$ cat config.mk
export PLATFORM = sky130hd
export DESIGN_NAME = gps
export DESIGN_NICKNAME = d
export VERILOG_FILES = /design/src/rtl/gps.sv
export SDC_FILE = /design/constraint.sdc
export NUM_CORES = 1
export LEC_CHECK = 0
export ABC_CLOCK_PERIOD_IN_PS = 5620
export CORE_MARGIN = 1.5
export CORE_UTILIZATION = 40
export DETAILED_ROUTE_END_ITERATION = 12
export GPL_TIMING_DRIVEN = 0
export PLACE_DENSITY_LB_ADDON = 0.3
export SLEW_MARGIN = 20
export SYNTH_ARGS = -nofsm -noshare
export SYNTH_HDL_FRONTEND = slang
export SYNTH_SLANG_ARGS = --single-unit
export TNS_END_PERCENT = 1
$ cat constraint.sdc
create_clock -name sys_clk_50 -period 5.62 [get_ports sys_clk_50]
set_input_delay 1.124 -clock sys_clk_50 [delete_from_list [all_inputs] [get_ports sys_clk_50]]
set_output_delay 1.124 -clock sys_clk_50 [all_outputs]
set_load 0.01 [all_outputs]
$ cat src/rtl/gps.sv
// GPS code generator: per round, 13 C/A chips (G1/G2 Gold code), 128 P chips
// (X1/X2 LFSRs with a delayed X2 tap from a 64-bit history), then a 16-round
// rotate/xor mix of both into l_code. LFSR and history state carry over between
// rounds and are re-initialised only by reset.
module gps (
  input  logic         sys_clk_50,
  input  logic         gps_clk_fast,
  input  logic         sync_rst_in,
  input  logic [5:0]   sv_num,
  input  logic         startRound,
  output logic [12:0]  ca_code,
  output logic [127:0] p_code,
  output logic [127:0] l_code,
  output logic         l_code_valid
);

  typedef enum logic [1:0] {
    IDLE = 2'd0,
    GEN  = 2'd1,
    MIX  = 2'd2,
    DONE = 2'd3
  } state_t;

  state_t         state_q, state_d;
  logic           start_prev_q, start_prev_d;
  logic           start_pulse_q, start_pulse_d;
  logic [5:0]     sv_q, sv_d;
  logic [6:0]     cnt_q, cnt_d;
  logic [9:0]     g1_q, g1_d;
  logic [9:0]     g2_q, g2_d;
  logic [11:0]    x1_q, x1_d;
  logic [11:0]    x2_q, x2_d;
  logic [63:0]    h_q, h_d;
  logic [127:0]   s_q, s_d;
  logic [12:0]    ca_q, ca_d;
  logic [127:0]   p_q, p_d;
  logic [127:0]   l_q, l_d;
  logic           valid_q, valid_d;

  logic [3:0]     tap_a, tap_b;
  logic           g1_fb, g2_fb, x1_fb, x2_fb;
  logic           ca_chip, p_chip, p_delayed;
  logic [127:0]   k_word, mix_in, mix_out;

  // Reserved input: tied off by the integrator, deliberately not used.
  logic unused_clk_fast;
  assign unused_clk_fast = gps_clk_fast;

  // G2 phase-select tap pair for the latched PRN (1-based stage numbers).
  always_comb begin
    tap_a = 4'd2;
    tap_b = 4'd6;
    case (sv_q)
      6'd1:  begin tap_a = 4'd2; tap_b = 4'd6;  end
      6'd2:  begin tap_a = 4'd3; tap_b = 4'd7;  end
      6'd3:  begin tap_a = 4'd4; tap_b = 4'd8;  end
      6'd4:  begin tap_a = 4'd5; tap_b = 4'd9;  end
      6'd5:  begin tap_a = 4'd1; tap_b = 4'd9;  end
      6'd6:  begin tap_a = 4'd2; tap_b = 4'd10; end
      6'd7:  begin tap_a = 4'd1; tap_b = 4'd8;  end
      6'd8:  begin tap_a = 4'd2; tap_b = 4'd9;  end
      6'd9:  begin tap_a = 4'd3; tap_b = 4'd10; end
      6'd10: begin tap_a = 4'd2; tap_b = 4'd3;  end
      6'd11: begin tap_a = 4'd3; tap_b = 4'd4;  end
      6'd12: begin tap_a = 4'd5; tap_b = 4'd6;  end
      6'd13: begin tap_a = 4'd6; tap_b = 4'd7;  end
      6'd14: begin tap_a = 4'd7; tap_b = 4'd8;  end
      6'd15: begin tap_a = 4'd8; tap_b = 4'd9;  end
      6'd16: begin tap_a = 4'd9; tap_b = 4'd10; end
      6'd17: begin tap_a = 4'd1; tap_b = 4'd4;  end
      6'd18: begin tap_a = 4'd2; tap_b = 4'd5;  end
      6'd19: begin tap_a = 4'd3; tap_b = 4'd6;  end
      6'd20: begin tap_a = 4'd4; tap_b = 4'd7;  end
      6'd21: begin tap_a = 4'd5; tap_b = 4'd8;  end
      6'd22: begin tap_a = 4'd6; tap_b = 4'd9;  end
      6'd23: begin tap_a = 4'd1; tap_b = 4'd3;  end
      6'd24: begin tap_a = 4'd4; tap_b = 4'd6;  end
      6'd25: begin tap_a = 4'd5; tap_b = 4'd7;  end
      6'd26: begin tap_a = 4'd6; tap_b = 4'd8;  end
      6'd27: begin tap_a = 4'd7; tap_b = 4'd9;  end
      6'd28: begin tap_a = 4'd8; tap_b = 4'd10; end
      6'd29: begin tap_a = 4'd1; tap_b = 4'd6;  end
      6'd30: begin tap_a = 4'd2; tap_b = 4'd7;  end
      6'd31: begin tap_a = 4'd3; tap_b = 4'd8;  end
      6'd32: begin tap_a = 4'd4; tap_b = 4'd9;  end
      default: begin tap_a = 4'd2; tap_b = 4'd6; end
    endcase
  end

  // Chip and feedback terms. Bit n of each LFSR holds stage n+1; stage 1 takes
  // the feedback and the highest stage is the output.
  always_comb begin
    g1_fb     = g1_q[2] ^ g1_q[9];
    g2_fb     = g2_q[1] ^ g2_q[2] ^ g2_q[5] ^ g2_q[7] ^ g2_q[8] ^ g2_q[9];
    x1_fb     = x1_q[11] ^ x1_q[10] ^ x1_q[7] ^ x1_q[5];
    x2_fb     = x2_q[11] ^ x2_q[10] ^ x2_q[9] ^ x2_q[8] ^ x2_q[7] ^ x2_q[4]
              ^ x2_q[1] ^ x2_q[0];
    ca_chip   = g1_q[9] ^ g2_q[tap_a - 4'd1] ^ g2_q[tap_b - 4'd1];
    p_delayed = (sv_q == '0) ? x2_q[11] : h_q[sv_q - 6'd1];
    p_chip    = x1_q[11] ^ p_delayed;
  end

  // Mix datapath: K is the low 128 bits of ten copies of ca_code. The first
  // round takes p_code^K directly as its input so no separate seed cycle is spent.
  always_comb begin
    k_word  = {ca_q[10:0], {9{ca_q}}};
    mix_in  = (cnt_q == '0) ? (p_q ^ k_word) : s_q;
    mix_out = {mix_in[122:0], mix_in[127:123]} ^ k_word ^ {121'd0, cnt_q};
  end

  // Next-state: edge detect, round sequencing and code generation.
  always_comb begin
    state_d       = state_q;
    start_prev_d  = startRound;
    start_pulse_d = startRound & ~start_prev_q;
    sv_d          = sv_q;
    cnt_d         = cnt_q;
    g1_d          = g1_q;
    g2_d          = g2_q;
    x1_d          = x1_q;
    x2_d          = x2_q;
    h_d           = h_q;
    s_d           = s_q;
    ca_d          = ca_q;
    p_d           = p_q;
    l_d           = l_q;
    valid_d       = valid_q;

    case (state_q)
      IDLE, DONE: begin
        if (start_pulse_q) begin
          state_d = GEN;
          sv_d    = sv_num;
          cnt_d   = '0;
          ca_d    = '0;
          p_d     = '0;
          l_d     = '0;
          valid_d = 1'b0;
        end
      end
      GEN: begin
        if (cnt_q < 7'd13) begin
          ca_d = {ca_q[11:0], ca_chip};
          g1_d = {g1_q[8:0], g1_fb};
          g2_d = {g2_q[8:0], g2_fb};
        end
        p_d  = {p_q[126:0], p_chip};
        x1_d = {x1_q[10:0], x1_fb};
        x2_d = {x2_q[10:0], x2_fb};
        h_d  = {h_q[62:0], x2_q[11]};
        if (cnt_q == 7'd127) begin
          state_d = MIX;
          cnt_d   = '0;
        end else begin
          cnt_d = cnt_q + 7'd1;
        end
      end
      MIX: begin
        s_d = mix_out;
        if (cnt_q == 7'd15) begin
          state_d = DONE;
          cnt_d   = '0;
          l_d     = mix_out;
          valid_d = 1'b1;
        end else begin
          cnt_d = cnt_q + 7'd1;
        end
      end
      default: state_d = IDLE;
    endcase
  end

  // State register with synchronous reset.
  always_ff @(posedge sys_clk_50) begin
    if (sync_rst_in) begin
      state_q       <= IDLE;
      start_prev_q  <= 1'b1;
      start_pulse_q <= 1'b0;
      sv_q          <= '0;
      cnt_q         <= '0;
      g1_q          <= '1;
      g2_q          <= '1;
      x1_q          <= 12'h248;
      x2_q          <= 12'h925;
      h_q           <= '0;
      s_q           <= '0;
      ca_q          <= '0;
      p_q           <= '0;
      l_q           <= '0;
      valid_q       <= 1'b0;
    end else begin
      state_q       <= state_d;
      start_prev_q  <= start_prev_d;
      start_pulse_q <= start_pulse_d;
      sv_q          <= sv_d;
      cnt_q         <= cnt_d;
      g1_q          <= g1_d;
      g2_q          <= g2_d;
      x1_q          <= x1_d;
      x2_q          <= x2_d;
      h_q           <= h_d;
      s_q           <= s_d;
      ca_q          <= ca_d;
      p_q           <= p_d;
      l_q           <= l_d;
      valid_q       <= valid_d;
    end
  end

  assign ca_code      = ca_q;
  assign p_code       = p_q;
  assign l_code       = l_q;
  assign l_code_valid = valid_q;

endmodule

==> results of run 1 <==
-- power by group through the flow --
stage / sequential [uW] / combinational (uW) / clock [uW]
3_3_place_gp: 4080 / 2700 / 0
6_report: 4010 / 2830 / 3910
2_1_floorplan: 4060 / 2020 / 0
3_5_place_dp: 4090 / 2760 / 0
5_1_grt: 4030 / 3010 / 4100
4_1_cts: 4010 / 2770 / 3940
-- cells by family (layout without fill, tap and decap cells) --
logic type / Yosys count / count (layout) / share of synthesized area (%)
xor+xnor: 294 / 294 / 11.0
buf+inv: 252 / 635 / 4.17
simple gates: 785 / 785 / 13.5
flops: 531 / 531 / 45.1
mux: 241 / 241 / 11.5
fa+ha+maj: 16 / 16 / 0.850
compound gates: 486 / 486 / 13.8
-- how the worst max path moves through the flow --
| stage | from | cells past startpoint | slack (ns) | end |
|---|---|---|---|---|
| final | sv_q[0] | 11 | 1.71 | p_code[0] |
| after global routing | sv_q[0] | 11 | 1.49 | p_code[0] |
| after CTS | sv_q[0] | 11 | 1.70 | p_code[0] |
| after detailed placement | sync_rst_in | 6 | 1.40 | p_code[26] |
| after global placement | sync_rst_in | 6 | 1.44 | p_code[28] |
| after floorplan | sv_q[0] | 13 | 2.67 | p_code[0] |
-- per-stage QoR --
step / setup slack [ns] / util (%) / std cells / instance area, um2
6_report: 1.71 / 50.5 / 3753 / 29300
5_1_grt: 1.49 / 50.5 / 3753 / 29300
4_1_cts: 1.70 / 50.5 / 3752 / 29300
3_5_place_dp: 1.40 / 47.2 / 3649 / 27300
3_3_place_gp: 1.44 / 47.1 / 3648 / 27300
2_1_floorplan: 2.67 / - / 2605 / 23500
-- per-layer routing --
metal	share of wire (%)	vias to the layer above	routed length [um]	global-route usage, %
met5	0	-	0	0
met2	45	1006	37000	41.6
met1	42	10047	34400	35.1
li1	-	9568	-	-
met4	3.5	0	2840	9.35
met3	8.9	172	7210	4.44
-- synth_stat cells, types with 4 or more instances --
cell type / count
a21oi_1: 152
clkbuf_1: 177
mux4_2: 15
nor2_1: 622
mux4_1: 6
nand2_1: 69
xnor2_1: 286
inv_1: 17
nor3_1: 10
and2_1: 10
a211oi_1: 6
mux2i_1: 215
a22oi_1: 263
a211o_1: 9
nor3b_1: 4
nand3b_1: 22
dfxtp_1: 531
a21o_1: 6
a31oi_1: 6
buf_1: 35
o21ai_0: 18
buf_2: 20
xor2_1: 7
ha_1: 16
mux2_2: 4
nand2b_1: 5
nand3_1: 24
-- final cells by class --
| type | count | area share (%) |
|---|---|---|
| multi-input combinational | 1822 | 40.8 |
| buffer | 234 | 3.20 |
| tap | 765 | 3.27 |
| clock buffer | 73 | 5.17 |
| timing repair buffer | 280 | 9.60 |
| inverter | 18 | 0.231 |
| clock inverter | 30 | 1.44 |
| sequential | 531 | 36.3 |
-- registers in the layout, summed over array words and instances, names as in the netlist, 4 cells and up --
signal / flops
g1_q: 10
cnt_q: 7
h_q: 64
tap_b: 4
p_code: 128
s_q: 128
x2_q: 12
ca_code: 13
l_code: 128
x1_q: 12
tap_a: 4
sv_q: 6
g2_q: 10
-- critical path, stage by stage (launching register included) --
cell	delay, ns
dfxtp_1	0.32
buf_6	0.16
buf_2	0.29
inv_1	0.17
ha_1	0.31
clkbuf_1	0.37
clkbuf_1	0.57
mux4_2	0.41
mux2i_1	0.32
o221ai_1	0.22
or4_1	0.55
nand3_1	0.13
==> results_dict.tcl, run 1 <==
set metrics [dict create \
    slew_violations 0 \
    die_h_um 246 \
    nFillCells 5422 \
    insertion_delay_ns 0.63 \
    status "completed" \
    cp.required_ns 6.16 \
    die_x_um 246 \
    fmax_mhz 256 \
    r2r_slack_ns 1.71 \
    leakage_uw 0.0101 \
    combPwrFrac_pct 26.3 \
    post-cts-setup-buffers 0 \
    cp-start-kind "flop" \
    min_path_cells 1 \
    ys_types 62 \
    synth_seq_area_share_pct 45.1 \
    antenna_cells 0 \
    grt_overflow 0 \
    cts_sinks 531 \
    multi_input_area_um2 11900 \
    worst_pin_slew_ns 1.27 \
    ctsResizeCount 0 \
    avgSynthCellArea_um2 9.04 \
    final_cell_mix "621 x nor2_1, 531 x dfxtp_1, 286 x xnor2_1, 278 x clkdlybuf4s50_1, 263 x a22oi_1" \
    arrival_ns 4.45 \
    grt_pass1_vias 19158 \
    drt-initial-drc-count 2076 \
    dpl.hpwl_um 58900 \
    crit_path_end_kind "flop" \
    antenna_found_initial 0 \
    maxCapViolations 0 \
    cts_tree "yes" \
    whs_ns 0.404 \
    hold_end "start_pulse_q" \
    min_path_type "flop to flop" \
    port_buffers 278 \
    r2r_start "sv_q[0]" \
    fin_skew_ns 0.0279 \
    synth_area_leaders "dfxtp_1 45%, xnor2_1 11%, nor2_1 9.9%" \
    synth_top_area_share_pct 45.1 \
    finalSetupViolations 0 \
    cts_buffer_depth 3 \
    vias_per_cell 5.54 \
    path_clk_slew_ns 0.06 \
    synth-seq-cells 531 \
    power_uw 10800 \
    gp_congestion 0.918 \
    drc 0 \
    vdd.ir_drop.worst_uv 252 \
    critPathKind "flop to flop" \
    synth_edf_count 0 \
    ios 280 \
    holdBufCountCts 0 \
    synth_fp_nets 2631 \
    reg2reg_to "p_code[0]" \
    rsz0062_at_grt "false" \
    finalCritPeriodShare_pct 69.5 \
    setup_tns_ns 0 \
    ant_nets 0 \
    slew_headroom_pct 15.6 \
    layout_commonest_cell "nor2_1" \
    ys.flop_type "dfxtp_1" \
    ys_warn_count 0 \
    rows 88 \
    switching_share_pct 34.2 \
    vias 20793 \
    drt_wl_total_um 81400 \
    htree_levels 2 \
    grt_usage_pct 26.0 \
    die-area_um2 60300 \
    internal-power_uw 7080 \
    grt_start_max_net_pins 16 \
    crit_fanout 10 \
    grt_pass1_wl_um 119000 \
    ys_async_sr_fraction_pct 0 \
    power.density_nw_per_um2 367 \
    area_delta_synth_final_pct 24.3 \
    min_period_ns 3.91 \
    syn_inst 2605 \
    wl_per_cell_um 21.7 \
    final_nets 2968 \
    initial_utilization_pct 40.7 \
    final_hold_viol_count 0 \
    cts_root_buf "clkbuf_16" \
    cts_buffers 55 \
    ff2ff_path_depth 11 \
    layout-drive-gt1-share_pct 5.46 \
    regArea_um2 10600 \
    netlist_area_um2 23500 \
    yosys.area.top_type "dfxtp_1" \
    p_clk_share_pct 36.4 \
    p_seq_share_pct 37.3 \
    p_switching_uw 3680 \
    coreArea_um2 57900 \
    first_pass_iters 6 \
    min_from "start_prev_q" \
]
Note: power is estimated with default switching activity, not from simulation.
==> run 2: changes to the inputs <==
--- a/config.mk
+++ b/config.mk
@@ -5,7 +5,7 @@
 export SDC_FILE = /design/constraint.sdc
 export NUM_CORES = 1
 export LEC_CHECK = 0
-export ABC_CLOCK_PERIOD_IN_PS = 5620
+export ABC_CLOCK_PERIOD_IN_PS = 3600
 export CORE_MARGIN = 1.5
 export CORE_UTILIZATION = 40
 export DETAILED_ROUTE_END_ITERATION = 12
==> constraint.sdc (replaced) <==
create_clock -name sys_clk_50 -period 3.6 [get_ports sys_clk_50]
set_input_delay 0.72 -clock sys_clk_50 [delete_from_list [all_inputs] [get_ports sys_clk_50]]
set_output_delay 0.72 -clock sys_clk_50 [all_outputs]
set_load 0.01 [all_outputs]
==> run 2 against run 1 <==
  * Maximum frequency up 15%
  * First-iteration DRC count rose by 1.3%
  * Critical path type unchanged
  * Clock power grew 56%
  * Wire length barely moved
  * Highest routed layer unchanged
  * Non-clock buffer count is 3 higher
==> results_dict.tcl, run 2 (same netlist as run 1, synthesis figures left out) <==
set metrics [dict create \
    finalCritPeriodShare_pct 94.4 \
    cts_tree "yes" \
    cts_sinks 531 \
    grt_start_max_net_pins 16 \
    worst_pin_slew_ns 1.26 \
    finalSetupViolations 0 \
    port_buffers 278 \
    maxCapViolations 0 \
    antenna_cells 0 \
    initial_utilization_pct 40.7 \
    critPathKind "flop to flop" \
    dpl.hpwl_um 58900 \
    ios 280 \
    grt_pass1_wl_um 119000 \
    crit_fanout 10 \
    cts_buffers 55 \
    die_h_um 246 \
    fin_skew_ns 0.0267 \
    vdd.ir_drop.worst_uv 392 \
    status "completed" \
    min_period_ns 3.40 \
    internal-power_uw 11100 \
    ant_nets 0 \
    leakage_uw 0.0101 \
    combPwrFrac_pct 26.4 \
    setup_tns_ns 0 \
    grt_usage_pct 26.0 \
    slew_headroom_pct 16.2 \
    p_switching_uw 5740 \
    grt_pass1_vias 19157 \
    final_nets 2971 \
    dp_cells 3649 \
    insertion_delay_ns 0.63 \
    arrival_ns 3.94 \
    drc 0 \
    area_delta_synth_final_pct 24.5 \
    final_cell_mix "621 x nor2_1, 531 x dfxtp_1, 286 x xnor2_1, 278 x clkdlybuf4s50_1, 263 x a22oi_1" \
    cts_buffer_depth 3 \
    drt_wl_total_um 81400 \
    power.density_nw_per_um2 573 \
    drt-initial-drc-count 2103 \
    cp-start-kind "flop" \
    gp_congestion 0.918 \
    switching_share_pct 34.2 \
    p_clk_share_pct 36.4 \
    preCtsSetupSlack_ns -0.271 \
    fmax_mhz 294 \
    vias 20721 \
    path_clk_slew_ns 0.06 \
    crit_path_end_kind "flop" \
    final_hold_viol_count 0 \
    stdcell_count 3756 \
    first_pass_iters 6 \
    coreArea_um2 57900 \
    min_path_type "flop to flop" \
    rows 88 \
    antenna_found_initial 0 \
    layout-drive-gt1-share_pct 5.65 \
    fin_ws_ns 0.203 \
    die-area_um2 60300 \
    rsz0062_at_grt "false" \
    p_seq_share_pct 37.2 \
    die_x_um 246 \
    htree_levels 2 \
    vias_per_cell 5.52 \
    slew_violations 0 \
    layout_commonest_cell "nor2_1" \
    grt_overflow 0 \
    cts_root_buf "clkbuf_16" \
    cp.required_ns 4.14 \
    wl_per_cell_um 21.7 \
]
[run 2: cell count changes in the layout (fill, tap and decap cells not counted), sizes merged]
cell / before / now
clkbuf: 250 / 248
buf: 59 / 64
[run 2: cell type report]
cell class	instances	area, um2
Buffer	233	935
Clock buffer	73	1510
Clock inverter	30	423
Fill cell	5423	28600
Inverter	18	67.6
Multi-Input combinational cell	1822	11900
Sequential cell	531	10600
Tap cell	765	957
Timing Repair Buffer	284	2850
[run 2: critical path: stages (launching register included)]
cell	delay [ns]
dfxtp_1	0.32
buf_6	0.16
buf_2	0.29
inv_1	0.18
ha_2	0.47
buf_2	0.33
mux4_2	0.36
mux2i_1	0.31
o221ai_1	0.21
or4_1	0.55
nand3_1	0.13
[run 2: path summary, 6_finish.rpt]
check / from / end / slack (ns) / depth (start not counted)
hold reg to reg: start_prev_q / start_pulse_q / 0.40 / 1
setup / recovery: sv_q[0] / p_code[0] / 0.20 / 10
setup reg to reg: sv_q[0] / p_code[0] / 0.20 / 10
hold / removal: start_prev_q / start_pulse_q / 0.40 / 1
[run 2: metal layers]
layer | global-route usage, % | up-vias | wire (um)
met2 | 41.6 | 977 | 36800
li1 | - | 9577 | -
met3 | 4.44 | 171 | 7190
met4 | 9.35 | 0 | 2930
met1 | 35.1 | 9996 | 34500
met5 | 0 | - | 0
[run 2: power groups by stage]
stage          Sequential (uW)  Combinational (uW)  Clock [uW]
2_1_floorplan             6340                3150           0
6_report                  6260                4430        6110
3_5_place_dp              6380                4300           0
3_3_place_gp              6370                4210           0
5_1_grt                   6280                4720        6400
4_1_cts                   6260                4330        6160
[run 2: metrics by stage]
stage	total power [uW]	utilization, %	area [um2]	hold slack, ns
after floorplan	9480	-	23500	0.372
after global placement	10600	47.1	27300	0.388
after detailed placement	10700	47.2	27300	0.394
after CTS	16700	50.5	29300	0.405
after global routing	17400	50.6	29300	0.431
final	16800	50.6	29300	0.404
[run 2: repair_timing]
item | in CTS | in global routing
resized for setup | 1 | 2
endpoints found under the setup margin | 1 | 1
gates cloned | 0 | 0
hold buffers | 0 | 0
setup buffers | 0 | 4
pin swaps | 0 | 1
==> run 3: changes to the inputs <==
--- a/config.mk
+++ b/config.mk
@@ -9,9 +9,7 @@
 export CORE_MARGIN = 1.5
 export CORE_UTILIZATION = 40
 export DETAILED_ROUTE_END_ITERATION = 12
-export GPL_TIMING_DRIVEN = 0
-export PLACE_DENSITY_LB_ADDON = 0.3
-export SLEW_MARGIN = 20
+export GPL_TIMING_DRIVEN = 1
 export SYNTH_ARGS = -nofsm -noshare
 export SYNTH_HDL_FRONTEND = slang
 export SYNTH_SLANG_ARGS = --single-unit
==> run 3 against run 2 <==
  * Combinational power fell by 4%
  * Largest power group unchanged
  * Critical path depth is the same
  * Sequential share of layout area is 0.61 points higher
  * Cell count shrank 5.1%
  * Power is 1.3% lower
  * Maximum frequency rose by 16%
==> results_dict.tcl, run 3 (same netlist as run 1, synthesis figures left out) <==
set metrics [dict create \
    status "completed" \
    met2_usage_pct 35.5 \
    path_clk_slew_ns 0.06 \
    cp_num_buf_inv 2 \
    stdcell_count 3563 \
    dp_cells 3456 \
    slowest_stage "dfxtp_1" \
    grtUsageMet3_pct 4.50 \
    antenna_cells 0 \
    die_x_um 246 \
    grt_overflow 0 \
    coreArea_um2 57900 \
    fmax_mhz 340 \
    min_period_ns 2.94 \
    die-area_um2 60300 \
    final_hold_viol_count 0 \
    drt_wl_total_um 70400 \
    area_delta_synth_final_pct 22.6 \
    leakage_uw 0.00999 \
    first_pass_iters 5 \
    power.density_nw_per_um2 575 \
    port_buffers 278 \
    cts_tree "yes" \
    finalCritPeriodShare_pct 81.6 \
    worst_pin_slew_ns 1.24 \
    setup_tns_ns 0 \
    crit_path_frequent_cell "nand2_1" \
    cp-start-kind "flop" \
    final_cell_mix "621 x nor2_1, 518 x dfxtp_1, 286 x xnor2_1, 277 x clkdlybuf4s50_1, 263 x a22oi_1" \
    grt_usage_pct 22.7 \
    arrival_ns 3.44 \
    holdBufCountCts 0 \
    min_path_type "flop to flop" \
    nFillCells 5398 \
    maxCapViolations 0 \
    drt-initial-drc-count 1512 \
    grt_pass1_vias 18067 \
    cp.required_ns 4.10 \
    grt_pass1_wl_um 108000 \
    critPathKind "flop to flop" \
    vdd.ir_drop.worst_uv 520 \
    gp_congestion 0.818 \
    cts_root_buf "clkbuf_16" \
    slew_violations 0 \
    ios 280 \
    ant_nets 0 \
    cpPeakStageDelay_ns 0.42 \
    dpl.hpwl_um 45800 \
    htree_levels 2 \
    final_nets 2777 \
    worstPathCellList "inv_1 -> ha_4 -> nand2_1 -> nand2_1 -> a21o_1 -> clkinv_1 -> xnor2_1 -> a2bb2oi_1 -> a21oi_1 -> o21a_1" \
    post-cts-setup-buffers 0 \
    layout-drive-gt1-share_pct 6.68 \
    wl_per_cell_um 19.8 \
    rows 88 \
    critPathTopFamily "compound AO/OA/AOI/OAI gates" \
    finalSetupViolations 0 \
    slew_headroom_pct 17.5 \
    cts_buffers 58 \
    whs_ns 0.387 \
    rsz0062_at_grt "false" \
    crit_path_end_kind "flop" \
    vias_per_cell 5.36 \
    layout_commonest_cell "nor2_1" \
    drc 0 \
    vias 19096 \
    r2r_slack_ns 0.66 \
    crit_fanout 19 \
    ctsResizeCount 0 \
    grt_use_met1_pct 31.6 \
    cts_buffer_depth 3 \
    insertion_delay_ns 0.62 \
    die_h_um 246 \
    cts_sinks 531 \
    fin_skew_ns 0.0176 \
    grt_start_max_net_pins 201 \
    initial_utilization_pct 40.7 \
    antenna_found_initial 0 \
    grt-busiest-layer "met2" \
]
run 3: routing by layer:
layer	part of all wire [%]	vias to the layer above	routed length [um]
li1	-	9155	-
met1	45	9237	32000
met2	45	594	31600
met3	6.9	110	4830
met4	2.7	0	1930
met5	0	-	0
run 3: through the flow:
step	power [uW]	setup WS [ns]	utilization, %	cell area [um2]
floorplan	9480	0.648	-	23500
CTS	16700	0.713	49.9	28900
global route	17300	0.453	49.9	28900
global placement	10600	0.739	46.5	26900
finish	16600	0.662	49.9	28900
detailed placement	10700	0.743	46.5	26900
run 3: layout make-up:
cell class | count | area [um2] | area share (%)
multi-input combinational | 1822 | 12000 | 41.5
sequential | 531 | 10600 | 36.9
timing repair buffer | 320 | 3240 | 11.2
clock buffer | 91 | 1830 | 6.34
tap | 765 | 957 | 3.32
clock inverter | 16 | 136 | 0.472
inverter | 18 | 67.6 | 0.234
run 3: worst paths after layout:
check,from,endpoint,depth (start not counted)
setup / recovery,state_q[0],tap_a[2],10
hold / removal,start_prev_q,start_pulse_q,1
setup reg to reg,state_q[0],tap_a[2],10
hold reg to reg,start_prev_q,start_pulse_q,1
run 3: power by group:
part | switching (uW) | internal [uW] | total [uW]
Combinational | 2870 | 1380 | 4250
Sequential | 214 | 6090 | 6300
Clock | 2430 | 3610 | 6040
